$ cat src/rtl/sw_pkg.sv
// rtl/sw_pkg.sv - shared types, saturating score helpers and mode enum for the SW affine PE
package sw_pkg;

    localparam int SW_SCORE_W = 12;
    localparam int SW_SYM_W   = 2;

    typedef logic signed [SW_SCORE_W-1:0] score_t;
    typedef logic [SW_SYM_W-1:0]          sym_t;
    typedef logic signed [31:0]           wide_t;

    localparam score_t SMIN = {1'b1, {(SW_SCORE_W-1){1'b0}}};
    localparam score_t SMAX = {1'b0, {(SW_SCORE_W-1){1'b1}}};

    typedef enum logic {SW_LOCAL, SW_SEMIGLOBAL} sw_mode_e;

    function automatic wide_t smin_of(input int w);
        return -(32'sd1 <<< (w - 1));
    endfunction

    function automatic wide_t smax_of(input int w);
        return (32'sd1 <<< (w - 1)) - 32'sd1;
    endfunction

    // Operands are sign-extended scores of width w; the result is clamped to that width's range,
    // so SMIN plus any negative value stays SMIN.
    function automatic wide_t sat_add(input wide_t a, input wide_t b, input int w);
        logic signed [32:0] sum;
        logic signed [32:0] lo;
        logic signed [32:0] hi;
        wide_t              lo_w;
        wide_t              hi_w;
        lo_w = smin_of(w);
        hi_w = smax_of(w);
        lo   = {lo_w[31], lo_w};
        hi   = {hi_w[31], hi_w};
        sum  = {a[31], a} + {b[31], b};
        if (sum > hi) return hi_w;
        if (sum < lo) return lo_w;
        return sum[31:0];
    endfunction

    // Strict compares keep the earliest argument on a tie.
    function automatic wide_t max3(input wide_t a, input wide_t b, input wide_t c);
        wide_t m;
        m = a;
        if (b > m) m = b;
        if (c > m) m = c;
        return m;
    endfunction

    function automatic sw_mode_e mode_of(input logic local_mode);
        return local_mode ? SW_LOCAL : SW_SEMIGLOBAL;
    endfunction

endpackage

$ cat src/rtl/sw_affine_pe_tracked_if.sv
// rtl/sw_affine_pe_tracked_if.sv - PE-to-PE systolic link: scores, reference, control and readout chain
interface sw_affine_pe_tracked_if #(
    parameter int SCORE_W = 12,
    parameter int SYM_W   = 2,
    parameter int POS_W   = 16
);
    logic signed [SCORE_W-1:0] v;
    logic signed [SCORE_W-1:0] f;
    logic [SYM_W-1:0]          t;
    logic                      store_s;
    logic                      init;
    logic signed [SCORE_W-1:0] best;
    logic [POS_W-1:0]          best_pos;
    logic [15:0]               best_pe;
    logic                      best_valid;

    modport master (output v, f, t, store_s, init, best, best_pos, best_pe, best_valid);
    modport slave  (input  v, f, t, store_s, init, best, best_pos, best_pe, best_valid);
endinterface

$ cat src/rtl/sw_best_tracker.sv
// rtl/sw_best_tracker.sv - reference position counter, per-PE best hit and readout chain stage
module sw_best_tracker
    import sw_pkg::*;
#(
    parameter int SCORE_W = 12,
    parameter int POS_W   = 16,
    parameter int PE_ID   = 0
) (
    input  logic                      clk,
    input  logic                      rst,
    input  logic                      compute,
    input  logic                      rise,
    input  logic signed [SCORE_W-1:0] h_next,
    sw_affine_pe_tracked_if.slave     up,
    sw_affine_pe_tracked_if.master    dn
);
    typedef logic signed [SCORE_W-1:0] sc_t;
    localparam sc_t             SC_MIN  = {1'b1, {(SCORE_W-1){1'b0}}};
    localparam logic [POS_W-1:0] POS_MAX = '1;

    logic [POS_W-1:0] pos_q;
    logic [POS_W-1:0] pos_cur;
    logic [POS_W-1:0] own_pos_q;
    sc_t              own_best_q;
    sc_t              best_cur;

    // The first compute cycle of a run sees a freshly cleared counter and best.
    assign pos_cur  = rise ? '0 : pos_q;
    assign best_cur = rise ? SC_MIN : own_best_q;

    always_ff @(posedge clk) begin
        if (rst) begin
            pos_q         <= '0;
            own_best_q    <= SC_MIN;
            own_pos_q     <= '0;
            dn.best       <= '0;
            dn.best_pos   <= '0;
            dn.best_pe    <= '0;
            dn.best_valid <= 1'b0;
        end else begin
            if (compute) begin
                pos_q <= (pos_cur == POS_MAX) ? pos_cur : pos_cur + POS_W'(1);
                if (h_next > best_cur) begin
                    own_best_q <= h_next;
                    own_pos_q  <= pos_cur;
                end else begin
                    own_best_q <= best_cur;
                    if (rise) own_pos_q <= '0;
                end
            end
            dn.best_valid <= up.best_valid;
            // Incoming hit wins ties so the lower PE index survives the chain.
            if (up.best_valid) begin
                if (own_best_q > up.best) begin
                    dn.best     <= own_best_q;
                    dn.best_pos <= own_pos_q;
                    dn.best_pe  <= 16'(PE_ID);
                end else begin
                    dn.best     <= up.best;
                    dn.best_pos <= up.best_pos;
                    dn.best_pe  <= up.best_pe;
                end
            end
        end
    end
endmodule

$ cat src/rtl/sw_affine_pe_tracked.sv
// rtl/sw_affine_pe_tracked.sv - Smith-Waterman affine-gap systolic PE with saturating scores and best tracking
module sw_affine_pe_tracked
    import sw_pkg::*;
#(
    parameter int SCORE_W    = 12,
    parameter int SYM_W      = 2,
    parameter int POS_W      = 16,
    parameter int PE_ID      = 0,
    parameter int MATCH      = 2,
    parameter int MISMATCH   = -2,
    parameter int GAP_OPEN   = -2,
    parameter int GAP_EXTEND = -1
) (
    input  logic                   clk,
    input  logic                   rst,
    sw_affine_pe_tracked_if.slave  up,
    sw_affine_pe_tracked_if.master dn,
    input  logic [SYM_W-1:0]       s_in,
    input  logic                   local_mode
);
    typedef logic signed [SCORE_W-1:0] sc_t;
    localparam wide_t LO = smin_of(SCORE_W);

    logic [SYM_W-1:0] s_q;
    sc_t              e_q;
    sc_t              diag_q;
    sw_mode_e         mode_q;

    logic     rise;
    sw_mode_e mode_now;
    wide_t    e_nx;
    wide_t    f_nx;
    wide_t    m_nx;
    wide_t    h_nx;
    wide_t    floor_v;
    sc_t      h_next;
    sc_t      e_next;
    sc_t      f_next;
    sc_t      idle_ef;

    assign rise = up.init && !dn.init;

    always_comb begin
        // On the rising edge the live mode applies; afterwards the latched one.
        mode_now = rise ? mode_of(local_mode) : mode_q;
        e_nx     = max3(sat_add(wide_t'(dn.v), GAP_OPEN, SCORE_W),
                        sat_add(wide_t'(e_q), GAP_EXTEND, SCORE_W), LO);
        f_nx     = max3(sat_add(wide_t'(up.v), GAP_OPEN, SCORE_W),
                        sat_add(wide_t'(up.f), GAP_EXTEND, SCORE_W), LO);
        m_nx     = sat_add(wide_t'(diag_q), (s_q == up.t) ? MATCH : MISMATCH, SCORE_W);
        floor_v  = (mode_now == SW_LOCAL) ? 32'sd0 : LO;
        h_nx     = max3(m_nx, e_nx, f_nx);
        if (floor_v > h_nx) h_nx = floor_v;
        h_next   = sc_t'(h_nx);
        e_next   = sc_t'(e_nx);
        f_next   = sc_t'(f_nx);
        idle_ef  = local_mode ? sc_t'(0) : sc_t'(LO);
    end

    always_ff @(posedge clk) begin
        if (rst) begin
            s_q         <= '0;
            e_q         <= '0;
            diag_q      <= '0;
            mode_q      <= SW_LOCAL;
            dn.v        <= '0;
            dn.f        <= '0;
            dn.t        <= '0;
            dn.store_s  <= 1'b0;
            dn.init     <= 1'b0;
        end else begin
            if (up.store_s) s_q <= s_in;
            diag_q     <= up.v;
            dn.t       <= up.t;
            dn.store_s <= up.store_s;
            dn.init    <= up.init;
            if (up.init) begin
                if (rise) mode_q <= mode_of(local_mode);
                dn.v <= h_next;
                e_q  <= e_next;
                dn.f <= f_next;
            end else begin
                dn.v <= '0;
                e_q  <= idle_ef;
                dn.f <= idle_ef;
            end
        end
    end

    sw_best_tracker #(
        .SCORE_W (SCORE_W),
        .POS_W   (POS_W),
        .PE_ID   (PE_ID)
    ) u_best (
        .clk     (clk),
        .rst     (rst),
        .compute (up.init),
        .rise    (rise),
        .h_next  (h_next),
        .up      (up),
        .dn      (dn)
    );
endmodule
$ cat src/flat_wrapper.sv
// flat-port wrapper written by rule: the top's interface ports become plain ports
module sw_affine_pe_tracked_flat import sw_pkg::*;
#(
    parameter int SCORE_W    = 12,
    parameter int SYM_W      = 2,
    parameter int POS_W      = 16,
    parameter int PE_ID      = 0,
    parameter int MATCH      = 2,
    parameter int MISMATCH   = -2,
    parameter int GAP_OPEN   = -2,
    parameter int GAP_EXTEND = -1
)
  (clk, rst, s_in, local_mode, up_v, up_f, up_t, up_store_s, up_init, up_best, up_best_pos, up_best_pe, up_best_valid, dn_v, dn_f, dn_t, dn_store_s, dn_init, dn_best, dn_best_pos, dn_best_pe, dn_best_valid);
  sw_affine_pe_tracked_if #(.SCORE_W(SCORE_W), .SYM_W(SYM_W), .POS_W(POS_W)) up_i ();
  sw_affine_pe_tracked_if #(.SCORE_W(SCORE_W), .SYM_W(SYM_W), .POS_W(POS_W)) dn_i ();
  input  logic clk;
  input  logic rst;
  input  logic [SYM_W-1:0] s_in;
  input  logic local_mode;
  input wire logic [$bits(up_i.v)-1:0] up_v;
  input wire logic [$bits(up_i.f)-1:0] up_f;
  input wire logic [$bits(up_i.t)-1:0] up_t;
  input wire logic [$bits(up_i.store_s)-1:0] up_store_s;
  input wire logic [$bits(up_i.init)-1:0] up_init;
  input wire logic [$bits(up_i.best)-1:0] up_best;
  input wire logic [$bits(up_i.best_pos)-1:0] up_best_pos;
  input wire logic [$bits(up_i.best_pe)-1:0] up_best_pe;
  input wire logic [$bits(up_i.best_valid)-1:0] up_best_valid;
  output wire logic [$bits(dn_i.v)-1:0] dn_v;
  output wire logic [$bits(dn_i.f)-1:0] dn_f;
  output wire logic [$bits(dn_i.t)-1:0] dn_t;
  output wire logic [$bits(dn_i.store_s)-1:0] dn_store_s;
  output wire logic [$bits(dn_i.init)-1:0] dn_init;
  output wire logic [$bits(dn_i.best)-1:0] dn_best;
  output wire logic [$bits(dn_i.best_pos)-1:0] dn_best_pos;
  output wire logic [$bits(dn_i.best_pe)-1:0] dn_best_pe;
  output wire logic [$bits(dn_i.best_valid)-1:0] dn_best_valid;
  assign up_i.v = up_v;
  assign up_i.f = up_f;
  assign up_i.t = up_t;
  assign up_i.store_s = up_store_s;
  assign up_i.init = up_init;
  assign up_i.best = up_best;
  assign up_i.best_pos = up_best_pos;
  assign up_i.best_pe = up_best_pe;
  assign up_i.best_valid = up_best_valid;
  assign dn_v = dn_i.v;
  assign dn_f = dn_i.f;
  assign dn_t = dn_i.t;
  assign dn_store_s = dn_i.store_s;
  assign dn_init = dn_i.init;
  assign dn_best = dn_i.best;
  assign dn_best_pos = dn_i.best_pos;
  assign dn_best_pe = dn_i.best_pe;
  assign dn_best_valid = dn_i.best_valid;
  sw_affine_pe_tracked #(.SCORE_W(SCORE_W), .SYM_W(SYM_W), .POS_W(POS_W), .PE_ID(PE_ID), .MATCH(MATCH), .MISMATCH(MISMATCH), .GAP_OPEN(GAP_OPEN), .GAP_EXTEND(GAP_EXTEND)) u_core (.clk(clk), .rst(rst), .up(up_i), .dn(dn_i), .s_in(s_in), .local_mode(local_mode));
endmodule
$ cat config.mk
export PLATFORM = sky130hd
export DESIGN_NAME = sw_affine_pe_tracked_flat
export DESIGN_NICKNAME = d
export VERILOG_FILES = /design/src/rtl/sw_pkg.sv /design/src/rtl/sw_affine_pe_tracked_if.sv /design/src/rtl/sw_best_tracker.sv /design/src/rtl/sw_affine_pe_tracked.sv /design/src/flat_wrapper.sv
export SDC_FILE = /design/constraint.sdc
export NUM_CORES = 1
export LEC_CHECK = 0
export ABC_AREA = 1
export CORE_MARGIN = 2
export CORE_UTILIZATION = 49
export DETAILED_ROUTE_END_ITERATION = 10
export PLACE_DENSITY = 0.84
export SLEW_MARGIN = 20
export SYNTH_ARGS = -nofsm -noshare
export SYNTH_HDL_FRONTEND = slang
export SYNTH_SLANG_ARGS = --single-unit
$ cat constraint.sdc
create_clock -name clk -period 33 [get_ports clk]
set_clock_uncertainty 0.05 [all_clocks]
set_input_delay 6.6 -clock clk [delete_from_list [all_inputs] [get_ports clk]]
set_output_delay 6.6 -clock clk [all_outputs]
set_load 0.02 [all_outputs]
==> metrics.cfg, run 1 <==
[outcome]
outcome=finished clean

[timing]
max_slew.worst_pin.slew_ps=947
fmax_ghz=0.0457
slew_headroom_pct=36.7
timing.final.crit_share_pct=66.4
period_needed_ps=21900
finalHoldViolations=0
slew_viol_final=0
rsz0062_at_grt=no
setup_viol=0
timing.hold.ws_ps=412
tns_ps=0

[synth]
synth_cell_types=56
yosys_register_bits=144
ys.warnings.count=0
postSynthCellCount=1900
synth_area_leaders=dfxtp_1, ha_1, nand2_1
synth_edf_count=0
synth_largest_area_cell=dfxtp_1
synth_area_um2=12400
ys_seq_area_share_pct=23.2
synthArstFlopShare_pct=0
netlist.area_leader.share_pct=23.2
synthFlopType=dfxtp_1
syn_area_per_cell_um2=6.55
synthesis.nets=2139

[floorplan]
start_util_pct=49.7
die_width_um=163
num_rows=58
core_um2=25000
io_pins=151
die_area_um2=26700
fp.dieH_um=163

[setup_path]
path_delay_family=simple AND/OR/NAND/NOR gates
worstSetupStartpoint=up_t[1]
cp_slowest_cell=clkinv_1
worst-path-buf-inv=9
crit_top_cell=nand2_1
critPathKind=in2reg
r2r_start=u_core.s_q[1]
cp_max_fo=34
cp.arrival_ps=22170
r2r_end=u_core.u_best.own_pos_q[8]
startpoint_type=input pin
slowest_delay_ps=740
crit_path_end_kind=register
rr_worst_depth=64
crit_required_ps=33280
regToRegSetupSlack_ps=17440

[layout]
diodes=0
drive_above_1_share_pct=6.10
area_growth_pct=18.2
nNetsFinal=2244
regArea_um2=2880
fillCellCount=2334
multi_input_area_um2=8230

[placement]
globalplace.congestion=0.925
io_buffers=150
hpwlAfterDp_um=25900

[clock_network]
htreeDepth=4
holdBufCountCts=0
cts_tree=yes
postCtsSetupRepairBufs=0
clockBufferDepth=2
cts_buffers=17
clkTransAtPathRegs_ps=70
root_buffer=clkbuf_16
numClockSinks=144
cts-resized-gates=0
insertion_delay_ps=430

[job]
max_cap_violations=0

[worst_hold_path]
hold_path.startpoint=u_core.u_best.dn.best_pe[2]
hp-class=reg2reg
hold_end=u_core.u_best.dn.best_pe[2]
holdPathStages=2

[drt]
drtIter0Drc=1143
post_drt_wl_per_cell_um=14.2
drt-pass1-iter-count=6
vias_per_cell=5.45
antenna_left=0
drc_errors=0
wirelength_um=33300
vias=12800

[grt]
antenna_found_initial=1
grtUsageTotal_pct=24.6
grt_pass1_wl_um=54400
grt_pass1_vias=11700
grt_start_max_net_pins=73
grt-ovfl-total=0

-- layer usage --
metal  GRT usage [%]  routed length [um]  share of wire [%]  vias to the layer above
li1                -                   -                  -                     6433
met1            32.5               15000                 45                     5901
met2            41.1               15500                 46                      400
met3            3.17                1930                5.8                       66
met4            8.65                 977                2.9                        0
met5               0                   0                  0                        -
-- registers in the layout, indices dropped and copies added, names as in the netlist --
register                     flops
u_core.dn.store_s                1
u_core.u_best.own_pos_q         16
u_core.u_best.dn.best_valid      1
u_core.u_best.own_best_q        12
u_core.u_best.dn.best_pe        16
u_core.u_best.dn.best           12
u_core.u_best.pos_q             16
u_core.dn.v                     12
u_core.s_q                       2
u_core.dn.f                     12
u_core.dn.t                      2
u_core.dn.init                   1
u_core.diag_q                   12
u_core.mode_q                    1
u_core.e_q                      12
u_core.u_best.dn.best_pos       16
-- cells in the mapped netlist, drive strengths merged (17+ instances only) --
master,number
clkbuf,53
inv,268
nor3,26
ha,154
nand2,434
xor2,23
nor2,209
nand3,128
o21ai,141
nand4,41
a21oi,150
dfxtp,144
buf,17
-- stage by stage --
step / util (%) / instance area (um2) / std cells / setup slack, ps
2_1_floorplan: - / 12400 / 1900 / 15590
3_3_place_gp: 56.2 / 14100 / 2316 / 11780
3_5_place_dp: 56.2 / 14100 / 2316 / 10820
4_1_cts: 58.8 / 14700 / 2348 / 11080
5_1_grt: 58.8 / 14700 / 2348 / 9410
6_report: 58.8 / 14700 / 2348 / 11100
-- worst max path at each step --
stage,to,slack (ps),cells past startpoint
6_report,u_core.u_best.own_pos_q[8],11100,66
5_1_grt,u_core.u_best.own_pos_q[8],9410,66
4_1_cts,u_core.u_best.own_pos_q[13],11080,66
3_5_place_dp,u_core.u_best.own_pos_q[10],10820,66
3_3_place_gp,u_core.u_best.own_pos_q[9],11780,66
2_1_floorplan,u_core.u_best.own_pos_q[15],15590,75
-- layout make-up --
cell class                 instances  share of cell area (%)
timing repair buffer             156                    10.5
clock inverter                    14                    1.30
tap                              330                    2.81
inverter                         271                    6.92
multi-input combinational       1415                    55.9
clock buffer                      18                    2.98
sequential                       144                    19.6
-- cells in the final DEF, fill, tap and decap left out, types with 7 or more instances in the layout --
cell	synthesis	final
a211oi_1	7	7
nand3_2	10	10
xnor2_1	9	9
inv_1	256	256
nand4_1	40	40
clkbuf_16	0	17
dfxtp_1	144	144
nor4_1	11	11
and2_1	15	15
nor2_2	10	10
nor3_1	25	25
o21ai_0	134	134
fa_1	7	7
nand3_1	116	116
o31ai_1	11	11
nand2_2	19	19
nand2_4	14	14
xor2_1	22	22
a21oi_1	149	149
nor2_1	196	196
nand2_1	401	401
ha_1	154	154
clkdlybuf4s50_1	0	149
o21a_1	8	8
inv_2	12	11
-- worst register-to-register path, delay by kind of cell, from the launching register on --
kind                     cells  cell delay (ps)
XOR/XNOR                     3              450
AND/OR/NAND/NOR             32             6860
flip-flops                   1              320
buffers and inverters        7             2400
adder cells (fa/ha/maj)      6             2310
AO/OA/AOI/OAI               16             3090
-- cell families after synthesis --
logic type	synth area share (%)
AND/OR/NAND/NOR	32.2
adder cells (fa/ha/maj)	16.6
buffers and inverters	10.8
AO/OA/AOI/OAI	15.0
XOR/XNOR	2.31
flip-flops	23.2
Power of run 1 is left out: the tool's default activity adds up to more than one toggle a clock period on the data nets, which glitch-free logic cannot reach.
==> run 2, diff against run 1 <==
--- a/config.mk
+++ b/config.mk
@@ -9,7 +9,7 @@
 export CORE_MARGIN = 2
 export CORE_UTILIZATION = 49
 export DETAILED_ROUTE_END_ITERATION = 10
-export PLACE_DENSITY = 0.84
+export PLACE_DENSITY = 0.86
 export SLEW_MARGIN = 20
 export SYNTH_ARGS = -nofsm -noshare
 export SYNTH_HDL_FRONTEND = slang
==> constraint.sdc (replaced) <==
create_clock -name clk -period 18.8 [get_ports clk]
set_clock_uncertainty 0.05 [all_clocks]
set_input_delay 3.76 -clock clk [delete_from_list [all_inputs] [get_ports clk]]
set_output_delay 3.76 -clock clk [all_outputs]
set_load 0.02 [all_outputs]
==> run 2 against run 1 <==
Net effect: register-to-register slack worse by 12000 ps; worst hold slack worse by 0.63 ps; non-clock buffer count up 3; die area unchanged; global-route usage down 0.21 points; flip-flop and latch count unchanged; via count down 0.63%.
==> metrics.cfg, run 2 (synthesis results as in run 1) <==
[outcome]
outcome=finished clean

[placement]
io_buffers=150  ; unchanged
globalplace.congestion=0.928  ; +0.35%
hpwlAfterDp_um=25800  ; -0.44%

[clock_network]
clkTransAtPathRegs_ps=70  ; about the same
root_buffer=clkbuf_16
cts_buffers=17  ; unchanged
clockBufferDepth=2  ; unchanged
htreeDepth=4  ; unchanged
cts_tree=yes
insertion_delay_ps=430  ; about the same
numClockSinks=144  ; unchanged
postCtsSetupRepairBufs=0  ; unchanged

[layout]
area_growth_pct=17.8
drive_above_1_share_pct=6.28  ; +0.19 points
final_common_cell=nand2_1
regArea_um2=2880  ; unchanged
fillCellCount=2331  ; -0.13%
nNetsFinal=2247  ; +0.13%
layout_common_cells=nand2_1, inv_1, nor2_1
multi_input_area_um2=8230  ; about the same
diodes=0  ; unchanged

[floorplan]
die_area_um2=26700  ; unchanged
die_width_um=163  ; unchanged
start_util_pct=49.7  ; unchanged
num_rows=58  ; unchanged
io_pins=151  ; unchanged
core_um2=25000  ; unchanged
fp.dieH_um=163  ; unchanged

[timing]
finalHoldViolations=0  ; unchanged
slew_viol_final=0  ; unchanged
fmax_ghz=0.0581
max_slew.worst_pin.slew_ps=950  ; +2.90 ps
period_needed_ps=17220
rsz0062_at_grt=no
slew_headroom_pct=36.6  ; -0.11 points
timing.final.crit_share_pct=91.6
tns_ps=0  ; unchanged
setup_viol=0  ; unchanged

[grt]
grt_pass1_vias=11900  ; +1.2%
grt-ovfl-total=0  ; unchanged
grt_start_max_net_pins=73  ; unchanged
grtUsageTotal_pct=24.4  ; -0.21 points
grt_pass1_wl_um=54200  ; -0.33%
antenna_found_initial=0  ; -1

[drt]
drc_errors=0  ; unchanged
antenna_left=0  ; unchanged
wirelength_um=33000  ; -1.1%
vias_per_cell=5.41  ; -0.76%
drtIter0Drc=944  ; -17%
post_drt_wl_per_cell_um=14.0  ; -1.2%
drt-pass1-iter-count=6  ; unchanged
vias=12700  ; -0.63%

[setup_path]
slowest_delay_ps=560  ; -180 ps
startpoint_type=input pin
crit_required_ps=19090  ; -14190 ps
path_delay_family=simple AND/OR/NAND/NOR gates
critPathKind=in2reg
worst-path-buf-inv=13  ; +4
cp_max_fo=34  ; unchanged
cp.arrival_ps=17510  ; -4660 ps
cp_slowest_cell=inv_1
crit_top_cell=nand2_1
crit_path_end_kind=register

[worst_hold_path]
hp-class=reg2reg

[job]
max_cap_violations=0  ; unchanged

[run 2: cell types whose count changed in the layout (fill, tap and decap cells not counted), moves of 2 or more]
cell        before  now
bufinv_16        3    0
clkinvlp_4       1    4
nand2_2         19   21
inv_8            4    2
buf_4            6    9
nand2_1        401  399
[run 2: worst reg2reg max path, delay by kind of cell, from the launching register on]
| kind | cells | cell delay, ps |
|---|---|---|
| DFF | 1 | 300 |
| adders and majority gates | 6 | 2050 |
| buffers and inverters | 10 | 1820 |
| AOI/OAI and AO/OA | 13 | 2330 |
| xor gates and xnor gates | 3 | 420 |
| and+or+nand+nor | 34 | 6660 |
[run 2: what timing repair did]
action	CTS	global route
resized for setup	0	3
hold buffers	0	0
endpoints found under the setup margin	0	19
[run 2: routing by layer]
layer / global-route usage [%] / vias to the layer above / share of wire (%)
met5: 0 / - / 0
met4: 7.76 / 0 / 2.3
met3: 2.74 / 68 / 5.6
met2: 41.8 / 398 / 48
met1: 32.0 / 5809 / 45
li1: - / 6444 / -
[run 2: through the flow]
| stage | cells | setup slack [ps] | cell area [um2] | hold WS [ps] | utilization (%) |
|---|---|---|---|---|---|
| after floorplan | 1900 | 4230 | 12400 | 376 | - |
| after global placement | 2319 | 1730 | 14100 | 387 | 56.3 |
| after detailed placement | 2319 | 900 | 14100 | 398 | 56.3 |
| after CTS | 2351 | 1240 | 14700 | 409 | 58.5 |
| after global routing | 2351 | 202 | 14700 | 432 | 58.6 |
| final | 2351 | 1580 | 14700 | 412 | 58.6 |
[run 2: final cells by class]
cell class              instances  area share, %
flip-flops and latches        144           19.7
clock inverters                14          0.862
well taps                     330           2.82
inverters                     271           6.94
repair buffers                159           10.7
multi-input cells            1415           56.1
clock buffers                  18           2.93
[run 2: path summary, 6_finish.rpt]
| path | startpoint | endpoint | slack, ps | depth (start not counted) |
|---|---|---|---|---|
| hold reg to reg | u_core.u_best.own_best_q[0] | u_core.u_best.own_best_q[0] | 410 | 2 |
| setup reg to reg | u_core.e_q[0] | u_core.u_best.own_pos_q[13] | 5060 | 66 |
| hold / removal | u_core.u_best.own_best_q[0] | u_core.u_best.own_best_q[0] | 410 | 2 |
| setup / recovery | up_t[1] | u_core.u_best.own_pos_q[13] | 1580 | 71 |
Power of run 2 is left out for the same reason.
